**config.mk**
```make
export PLATFORM = sky130hd
export DESIGN_NAME = hazard_unit_flat
export DESIGN_NICKNAME = d
export VERILOG_FILES = /design/src/rtl/hazard_unit_if.sv /design/src/rtl/hazard_unit.sv /design/src/flat_wrapper.sv
export SDC_FILE = /design/constraint.sdc
export NUM_CORES = 1
export LEC_CHECK = 0
export CAP_MARGIN = 20
export CORE_UTILIZATION = 40
export CTS_CLUSTER_SIZE = 10
export DETAILED_ROUTE_END_ITERATION = 7
export MAX_ROUTING_LAYER = met4
export PLACE_DENSITY = 0.86
export SYNTH_ARGS = -nofsm -noshare
export SYNTH_HDL_FRONTEND = slang
export SYNTH_SLANG_ARGS = --single-unit
```
**constraint.sdc**
```tcl
create_clock -name clk -period 3.6 [get_ports clk]
set_input_delay 0.72 -clock clk [delete_from_list [all_inputs] [get_ports clk]]
set_output_delay 0.72 -clock clk [all_outputs]
set_load 0.005 [all_outputs]
```
**src/rtl/hazard_unit_if.sv**
```systemverilog
`timescale 1ns/1ps
// -----------------------------------------------------------------------------
// hazard_unit_if
// Bundles the pipeline-side signals seen by the hazard controller.
//   master : the pipeline (drives register fields, stage flags, MULT/DIV start;
//            receives forward selects, stall/flush and MULT/DIV status)
//   slave  : hazard_unit (the reverse directions)
// Signals:
//   decode    : rs_decode, rt_decode, hi_lo_read_decode, multdiv_decode
//   execute   : rs_execute, rt_execute, write_reg_execute, mem_to_reg_execute,
//               hi_read_execute, lo_read_execute, multdiv_start_execute,
//               is_div_execute
//   memory    : reg_write_memory, write_reg_memory, hi_lo_write_memory
//   writeback : reg_write_writeback, write_reg_writeback, hi_lo_write_writeback
//   outputs   : forward_one_execute, forward_two_execute, stall_fetch,
//               stall_decode, flush_execute, multdiv_busy, multdiv_done
// -----------------------------------------------------------------------------
interface hazard_unit_if;
   logic [4:0] rs_decode;
   logic [4:0] rt_decode;
   logic       hi_lo_read_decode;
   logic       multdiv_decode;
   logic [4:0] rs_execute;
   logic [4:0] rt_execute;
   logic [4:0] write_reg_execute;
   logic       mem_to_reg_execute;
   logic       hi_read_execute;
   logic       lo_read_execute;
   logic       multdiv_start_execute;
   logic       is_div_execute;
   logic       reg_write_memory;
   logic [4:0] write_reg_memory;
   logic       hi_lo_write_memory;
   logic       reg_write_writeback;
   logic [4:0] write_reg_writeback;
   logic       hi_lo_write_writeback;
   logic [2:0] forward_one_execute;
   logic [2:0] forward_two_execute;
   logic       stall_fetch;
   logic       stall_decode;
   logic       flush_execute;
   logic       multdiv_busy;
   logic       multdiv_done;

   modport master (
      output rs_decode, rt_decode, hi_lo_read_decode, multdiv_decode,
             rs_execute, rt_execute, write_reg_execute, mem_to_reg_execute,
             hi_read_execute, lo_read_execute, multdiv_start_execute,
             is_div_execute, reg_write_memory, write_reg_memory,
             hi_lo_write_memory, reg_write_writeback, write_reg_writeback,
             hi_lo_write_writeback,
      input  forward_one_execute, forward_two_execute, stall_fetch,
             stall_decode, flush_execute, multdiv_busy, multdiv_done
   );

   modport slave (
      input  rs_decode, rt_decode, hi_lo_read_decode, multdiv_decode,
             rs_execute, rt_execute, write_reg_execute, mem_to_reg_execute,
             hi_read_execute, lo_read_execute, multdiv_start_execute,
             is_div_execute, reg_write_memory, write_reg_memory,
             hi_lo_write_memory, reg_write_writeback, write_reg_writeback,
             hi_lo_write_writeback,
      output forward_one_execute, forward_two_execute, stall_fetch,
             stall_decode, flush_execute, multdiv_busy, multdiv_done
   );
endinterface

```
**src/rtl/hazard_unit.sv**
```systemverilog
`timescale 1ns/1ps
// -----------------------------------------------------------------------------
// hazard_unit
// Hazard controller for the 5-stage MIPS pipeline:
//   - execute-stage operand forwarding selects (GPR and HI/LO paths)
//   - load-use and MULT/DIV-consumer stall of fetch/decode with execute flush
//   - MULT/DIV sequencer producing registered busy and final-cycle done
// Ports:
//   clk     : system clock, rising edge
//   reset_n : asynchronous active-low reset
//   hz      : hazard_unit_if.slave, all pipeline-side signals
// Forward select codes: 000 regfile, 001 WB result, 010 MEM ALU out,
//                       011 MEM LO/HI, 100 WB LO/HI.
// -----------------------------------------------------------------------------
module hazard_unit #(
   parameter int MULT_CYCLES = 4,
   parameter int DIV_CYCLES  = 32
) (
   input  logic         clk,
   input  logic         reset_n,
   hazard_unit_if.slave hz
);

   localparam int MAX_CYC = (DIV_CYCLES > MULT_CYCLES) ? DIV_CYCLES : MULT_CYCLES;
   localparam int CNT_W   = $clog2(MAX_CYC + 1);
   localparam logic [CNT_W-1:0] MULT_LOAD = CNT_W'(MULT_CYCLES - 1);
   localparam logic [CNT_W-1:0] DIV_LOAD  = CNT_W'(DIV_CYCLES - 1);

   typedef enum logic {IDLE, BUSY} state_t;

   state_t           state_q, state_d;
   logic [CNT_W-1:0] cnt_q, cnt_d;
   logic             busy_q, busy_d;
   logic             done_q, done_d;

   logic [2:0] fwd_one, fwd_two;
   logic       load_use, md_hazard, stall;
   logic [CNT_W-1:0] load_val;

   // Priority: HI/LO memory, HI/LO writeback, GPR memory, GPR writeback.
   // $0 is hardwired zero, so it is never forwarded.
   function automatic logic [2:0] fwd_sel(
      input logic       hl_rd,
      input logic       hl_wm,
      input logic       hl_ww,
      input logic [4:0] src,
      input logic       rw_m,
      input logic [4:0] wr_m,
      input logic       rw_w,
      input logic [4:0] wr_w
   );
      if (hl_rd && hl_wm)                           return 3'b011;
      else if (hl_rd && hl_ww)                      return 3'b100;
      else if ((src != 5'd0) && rw_m && (wr_m == src)) return 3'b010;
      else if ((src != 5'd0) && rw_w && (wr_w == src)) return 3'b001;
      else                                          return 3'b000;
   endfunction

   always_comb begin
      fwd_one = fwd_sel(hz.lo_read_execute, hz.hi_lo_write_memory,
                        hz.hi_lo_write_writeback, hz.rs_execute,
                        hz.reg_write_memory, hz.write_reg_memory,
                        hz.reg_write_writeback, hz.write_reg_writeback);
      fwd_two = fwd_sel(hz.hi_read_execute, hz.hi_lo_write_memory,
                        hz.hi_lo_write_writeback, hz.rt_execute,
                        hz.reg_write_memory, hz.write_reg_memory,
                        hz.reg_write_writeback, hz.write_reg_writeback);
   end

   assign load_use  = hz.mem_to_reg_execute && (hz.write_reg_execute != 5'd0) &&
                      ((hz.write_reg_execute == hz.rs_decode) ||
                       (hz.write_reg_execute == hz.rt_decode));
   // A start in execute counts as busy already: the consumer in decode would
   // otherwise slip past before busy_q rises on the next edge.
   assign md_hazard = (hz.hi_lo_read_decode || hz.multdiv_decode) &&
                      (busy_q || hz.multdiv_start_execute);
   assign stall     = load_use || md_hazard;

   // Combinational outputs are held inactive while reset is asserted.
   assign hz.forward_one_execute = reset_n ? fwd_one : 3'b000;
   assign hz.forward_two_execute = reset_n ? fwd_two : 3'b000;
   assign hz.stall_fetch         = reset_n && stall;
   assign hz.stall_decode        = reset_n && stall;
   assign hz.flush_execute       = reset_n && stall;
   assign hz.multdiv_busy        = busy_q;
   assign hz.multdiv_done        = done_q;

   assign load_val = hz.is_div_execute ? DIV_LOAD : MULT_LOAD;

   // MULT/DIV sequencer: counter holds remaining busy cycles minus one.
   always_comb begin
      state_d = state_q;
      cnt_d   = cnt_q;
      done_d  = 1'b0;
      unique case (state_q)
         IDLE: begin
            if (hz.multdiv_start_execute) begin
               state_d = BUSY;
               cnt_d   = load_val;
               // Single-cycle operation: first busy cycle is also the last.
               done_d  = (load_val == '0);
            end
         end
         BUSY: begin
            // Starts are ignored here, including on the final busy cycle.
            if (cnt_q == '0) begin
               state_d = IDLE;
            end else begin
               cnt_d  = cnt_q - CNT_W'(1);
               done_d = (cnt_q == CNT_W'(1));
            end
         end
         default: begin
            state_d = IDLE;
            cnt_d   = '0;
         end
      endcase
      busy_d = (state_d == BUSY);
   end

   always_ff @(posedge clk or negedge reset_n) begin
      if (!reset_n) begin
         state_q <= IDLE;
         cnt_q   <= '0;
         busy_q  <= 1'b0;
         done_q  <= 1'b0;
      end else begin
         state_q <= state_d;
         cnt_q   <= cnt_d;
         busy_q  <= busy_d;
         done_q  <= done_d;
      end
   end

endmodule

```
**src/flat_wrapper.sv**
```systemverilog
// flat-port wrapper written by rule: the top's interface ports become plain ports
module hazard_unit_flat 
#(
   parameter int MULT_CYCLES = 4,
   parameter int DIV_CYCLES  = 32
)
  (clk, reset_n, hz_rs_decode, hz_rt_decode, hz_hi_lo_read_decode, hz_multdiv_decode, hz_rs_execute, hz_rt_execute, hz_write_reg_execute, hz_mem_to_reg_execute, hz_hi_read_execute, hz_lo_read_execute, hz_multdiv_start_execute, hz_is_div_execute, hz_reg_write_memory, hz_write_reg_memory, hz_hi_lo_write_memory, hz_reg_write_writeback, hz_write_reg_writeback, hz_hi_lo_write_writeback, hz_forward_one_execute, hz_forward_two_execute, hz_stall_fetch, hz_stall_decode, hz_flush_execute, hz_multdiv_busy, hz_multdiv_done);
  hazard_unit_if hz_i ();
  input  logic clk;
  input  logic reset_n;
  input wire logic [$bits(hz_i.rs_decode)-1:0] hz_rs_decode;
  input wire logic [$bits(hz_i.rt_decode)-1:0] hz_rt_decode;
  input wire logic [$bits(hz_i.hi_lo_read_decode)-1:0] hz_hi_lo_read_decode;
  input wire logic [$bits(hz_i.multdiv_decode)-1:0] hz_multdiv_decode;
  input wire logic [$bits(hz_i.rs_execute)-1:0] hz_rs_execute;
  input wire logic [$bits(hz_i.rt_execute)-1:0] hz_rt_execute;
  input wire logic [$bits(hz_i.write_reg_execute)-1:0] hz_write_reg_execute;
  input wire logic [$bits(hz_i.mem_to_reg_execute)-1:0] hz_mem_to_reg_execute;
  input wire logic [$bits(hz_i.hi_read_execute)-1:0] hz_hi_read_execute;
  input wire logic [$bits(hz_i.lo_read_execute)-1:0] hz_lo_read_execute;
  input wire logic [$bits(hz_i.multdiv_start_execute)-1:0] hz_multdiv_start_execute;
  input wire logic [$bits(hz_i.is_div_execute)-1:0] hz_is_div_execute;
  input wire logic [$bits(hz_i.reg_write_memory)-1:0] hz_reg_write_memory;
  input wire logic [$bits(hz_i.write_reg_memory)-1:0] hz_write_reg_memory;
  input wire logic [$bits(hz_i.hi_lo_write_memory)-1:0] hz_hi_lo_write_memory;
  input wire logic [$bits(hz_i.reg_write_writeback)-1:0] hz_reg_write_writeback;
  input wire logic [$bits(hz_i.write_reg_writeback)-1:0] hz_write_reg_writeback;
  input wire logic [$bits(hz_i.hi_lo_write_writeback)-1:0] hz_hi_lo_write_writeback;
  output wire logic [$bits(hz_i.forward_one_execute)-1:0] hz_forward_one_execute;
  output wire logic [$bits(hz_i.forward_two_execute)-1:0] hz_forward_two_execute;
  output wire logic [$bits(hz_i.stall_fetch)-1:0] hz_stall_fetch;
  output wire logic [$bits(hz_i.stall_decode)-1:0] hz_stall_decode;
  output wire logic [$bits(hz_i.flush_execute)-1:0] hz_flush_execute;
  output wire logic [$bits(hz_i.multdiv_busy)-1:0] hz_multdiv_busy;
  output wire logic [$bits(hz_i.multdiv_done)-1:0] hz_multdiv_done;
  assign hz_i.rs_decode = hz_rs_decode;
  assign hz_i.rt_decode = hz_rt_decode;
  assign hz_i.hi_lo_read_decode = hz_hi_lo_read_decode;
  assign hz_i.multdiv_decode = hz_multdiv_decode;
  assign hz_i.rs_execute = hz_rs_execute;
  assign hz_i.rt_execute = hz_rt_execute;
  assign hz_i.write_reg_execute = hz_write_reg_execute;
  assign hz_i.mem_to_reg_execute = hz_mem_to_reg_execute;
  assign hz_i.hi_read_execute = hz_hi_read_execute;
  assign hz_i.lo_read_execute = hz_lo_read_execute;
  assign hz_i.multdiv_start_execute = hz_multdiv_start_execute;
  assign hz_i.is_div_execute = hz_is_div_execute;
  assign hz_i.reg_write_memory = hz_reg_write_memory;
  assign hz_i.write_reg_memory = hz_write_reg_memory;
  assign hz_i.hi_lo_write_memory = hz_hi_lo_write_memory;
  assign hz_i.reg_write_writeback = hz_reg_write_writeback;
  assign hz_i.write_reg_writeback = hz_write_reg_writeback;
  assign hz_i.hi_lo_write_writeback = hz_hi_lo_write_writeback;
  assign hz_forward_one_execute = hz_i.forward_one_execute;
  assign hz_forward_two_execute = hz_i.forward_two_execute;
  assign hz_stall_fetch = hz_i.stall_fetch;
  assign hz_stall_decode = hz_i.stall_decode;
  assign hz_flush_execute = hz_i.flush_execute;
  assign hz_multdiv_busy = hz_i.multdiv_busy;
  assign hz_multdiv_done = hz_i.multdiv_done;
  hazard_unit #(.MULT_CYCLES(MULT_CYCLES), .DIV_CYCLES(DIV_CYCLES)) u_core (.clk(clk), .reset_n(reset_n), .hz(hz_i));
endmodule
```
==> results.md <==
- The final critical-path required period is 3.276 ns.
- The synthesized netlist occupies a cell area of 967.2 um2.
- The synthesized netlist cell count is 115.
- The number of vias per cell after detailed routing is 5.414.
- The total number of clock tree sinks is 8.
- In the global route stage, overall resource usage came out at 24.18%.
- The number of antenna violations at the first check in global routing came to 0.
- The mean cell area of the mapped netlist is 8.410 um2.
- STA classifies the critical path startpoint as an input pin.
- The worst-path cell with the longest stage delay is clkdlybuf4s50_1.
- The area of all placed cells without fillers is 1602 um2.
- Counting cells, the worst reg-to-reg path comes to 4.
- For this run, the top clock speed supported by timing is 0.3053 GHz.
- The data arrival time at the worst-slack endpoint is 2.56 ns.
- The overall routed net length is 2.778 mm.
- After detailed routing, the average wire length per cell comes to 13.68 um.
- The total number of nets in the final design is 228.
- The insertion delay of the later-clocked pin in the worst-skew pair is 0.24 ns.
- After detailed placement, the total cell area comes to 1579 um2.
- The highest net fanout along the worst path is 3.
- The clock power share is 11.7%.
- The clock root buffer is clkbuf_4.
- In this run, CTS created clock tree buffers numbering 3.
- When the netlist entered floorplanning its net count stood at 166.
- The setup violation total in the final timing report is 0.
- Measured against its own limit, the worst slew margin works out to 67.45%.
- Detailed placement finished with a half-perimeter wire length of 2.390 mm.
- Cells fill 71.03% of the core in the end.
- The analysis attributes to net switching a power of 0.2220 mW.
- The congestion estimate from routability-driven global placement came to 0.8977.
- The worst hold path belongs to the class reg -> reg.
- The post-placement setup slack is 0.3121 ns.
- The total global routing overflow is 0.
- The library cells used most frequently in the layout, excluding fill and tap cells, are clkdlybuf4s50_1 (58), xor2_1 (19), xnor2_1 (13), nand2_1 (12).
- The number of buffers and inverters on the critical path is 2.
- The flow ran to the end, and the final reports show no timing, DRC or antenna violations.
- The sum of negative setup slack is 0 ns.
- The repair_antennas step left the layout with diodes totalling 0.
- Summing over every cut layer, the via total after detailed routing is 1099.
- Leaving out fill and tap cells, the most frequent cell in the layout is clkdlybuf4s50_1.
- The cell count after placement is 200.
- The cell family with the largest share of critical-path delay is buffers and inverters.
- The number of H-tree branching levels is 1.
- The power density normalized to cell area is 358.5 nW/um2.
- Leaving out filler cells and counting taps, the final layout contains 203.
- The number of design-rule violations left by the first detailed-router iteration is 20.
- The cell seen most often among critical-path stages is clkdlybuf4s50_1.
- The critical path is of the in -> out type.
- The part of the total power dissipated in sequential elements is 34.4%.
- For this run, the slowest stage of the critical path takes 0.59 ns.
- During placement, the flow inserted port buffers numbering 58.
- The clock transition at the registers of the reported paths is 0.06 ns.
- The via count of the first global-routing pass is 1106.
- Setup repair after global routing left no endpoint under its margin.
- For this configuration, the core starts out at a cell density of 42.90%.
- Synthesis inferred 8 register bits.
- The placeable core region is 2255 um2.
- The die extent in y is 51.17 um.
- The nature of the critical path endpoint is a primary output.
- The die boundary width is 51.17 um.
- In this run the remaining antenna-violating nets after routing total 0.
- The slack of the critical path is 0.3244 ns.
- The fraction of layout instances using a drive strength above 1 is 5.143%.
- The floorplan has 17 rows.
- Overall power consumption after layout is estimated at 0.5742 mW.
- The area of the die is 2618 um2.
- The Yosys step of the flow raised 0 warnings.
- The startpoint identified for the worst hold timing path is u_core.cnt_q[5].
- For the pin with the worst max-slew slack, the measured transition is 0.4841 ns.
- The number of I/O pins is 59.
- The clock arrives with 0.0008588 ns of skew.
- Sequential elements use 20.70% of the synthesized area.
- After clock tree synthesis, the flow added hold-fix buffers numbering 0.
- The DRC violation count after routing is 0.
- Data on the critical path is required at its endpoint by 2.88 ns.
- The setup fix buffers added after clock tree synthesis is 0.
- The hold violation total from the final report was 0.
- For hold timing, the worst endpoint is u_core.cnt_q[5].
- The minimum setup slack among reg-to-reg paths is 1.95 ns.
- The post-synthesis to final-layout area growth is 65.59%.
- The first-pass iteration count of the detailed router is 4.
- The leakage component of the power is 0.6066 nW.
- The first global-routing pass estimated 4.754 mm of wire.
- The distinct cell type count of the synthesized netlist is 36.
- The internal power of the cells is 0.3521 mW.
- The largest vdd supply drop is 268.0 uV.
- The reg-to-reg endpoint is u_core.cnt_q[5].
- The switching part of the total power is 38.67%.
- The critical path goes through clkdlybuf4s50_1, xor2_1, nor3_1, a22oi_1, o21ai_0, clkdlybuf4s50_1.
- The largest net degree at the start of global routing is 17.
- The max-slew violation count is 0.
- The CTS tree is built.
- The worst path uses 90.99% of the clock period.
- The startpoint of the most critical register-to-register path is u_core.cnt_q[2].
- The clock passes through at most 2 buffers.
- The count of max-cap constraint violations is 0.
- The number of gates resized after cts is 0.
- The share of total power in combinational logic is 54.0%.
- The number of stages on the worst hold path is 1.
- The final hold slack is 0.5898 ns.
per-layer routing:
metal / global-route usage (%) / wire length, um
met1: 28.86 / 1190
met5: - / 0
met4: 5.093 / 25
met2: 42.32 / 1427
met3: 4.167 / 134
power groups by stage:
stage,Sequential [mW],Combinational (mW),Clock [mW]
after floorplan,0.176,0.196,0
after global placement,0.193,0.296,0
after detailed placement,0.198,0.307,0
after CTS,0.196,0.309,0.0681
after global routing,0.206,0.345,0.0752
final,0.197,0.310,0.0670
kinds of logic (layout without fill, tap and decap cells):
family                   after synthesis  after routing  share of synthesized area [%]
AO/OA/AOI/OAI                         22             22                          16.95
XOR/XNOR                              32             32                          28.98
adder cells (fa/ha/maj)                3              3                          3.881
buffers and inverters                  5             65                          2.716
flip-flops                             8              8                          20.70
AND/OR/NAND/NOR                       45             45                          26.78
final cells by class:
| class | count | area, um2 |
|---|---|---|
| multi-input cells | 102 | 740.7 |
| repair buffers | 60 | 595.6 |
| clock buffers | 3 | 22.52 |
| inverters | 2 | 7.507 |
| well taps | 28 | 35.03 |
| flip-flops and latches | 8 | 200.2 |
| fillers | 182 | 653.1 |
worst max-delay path by stage:
stage | startpoint | endpoint | slack (ns) | cells after the start
after global routing | hz_rt_execute[4] | hz_forward_two_execute[0] | 0.18 | 6
final | hz_write_reg_execute[0] | hz_stall_fetch | 0.32 | 6
after CTS | hz_write_reg_execute[0] | hz_stall_fetch | 0.30 | 6
after detailed placement | hz_write_reg_execute[0] | hz_stall_fetch | 0.31 | 5
after floorplan | hz_write_reg_execute[0] | hz_stall_decode | 1.19 | 4
after global placement | hz_write_reg_execute[0] | hz_stall_fetch | 0.34 | 5
synthesized netlist by cell type:
master	count	area, um2
xor2_1	19	166.4
xnor2_1	13	113.9
nand2_1	12	45.04
dfrtp_1	8	200.2
nor2_1	8	30.03
nor3_1	5	25.02
a21boi_0	4	30.03
a211oi_1	3	22.52
a21oi_1	3	15.01
a31oi_1	3	18.77
ha_1	3	37.54
and3_1	2	12.51
buf_4	2	15.01
inv_1	2	7.510
nand3b_1	2	15.01
nand4_1	2	12.51
nand4bb_1	2	22.52
nor2b_1	2	12.51
nor4_1	2	12.51
o2111ai_1	2	17.52
a2111oi_2	1	15.01
a22o_2	1	10.01
a22oi_1	1	7.510
and4b_1	1	10.01
clkbuf_1	1	3.750
nand2b_1	1	6.260
nand4b_1	1	8.760
nor3b_1	1	7.510
nor4_2	1	12.51
o211ai_1	1	7.510
o21ai_0	1	5.000
o221ai_1	1	8.760
o22ai_1	1	6.260
or2b_1	1	7.510
or3_4	1	11.26
or4_1	1	7.510
flip-flops by register name (all words and copies together), names as in the netlist:
register                count
u_core.cnt_q                6
u_core.state_q              1
u_core.hz.multdiv_done      1
(Power assumes the default switching activity.)
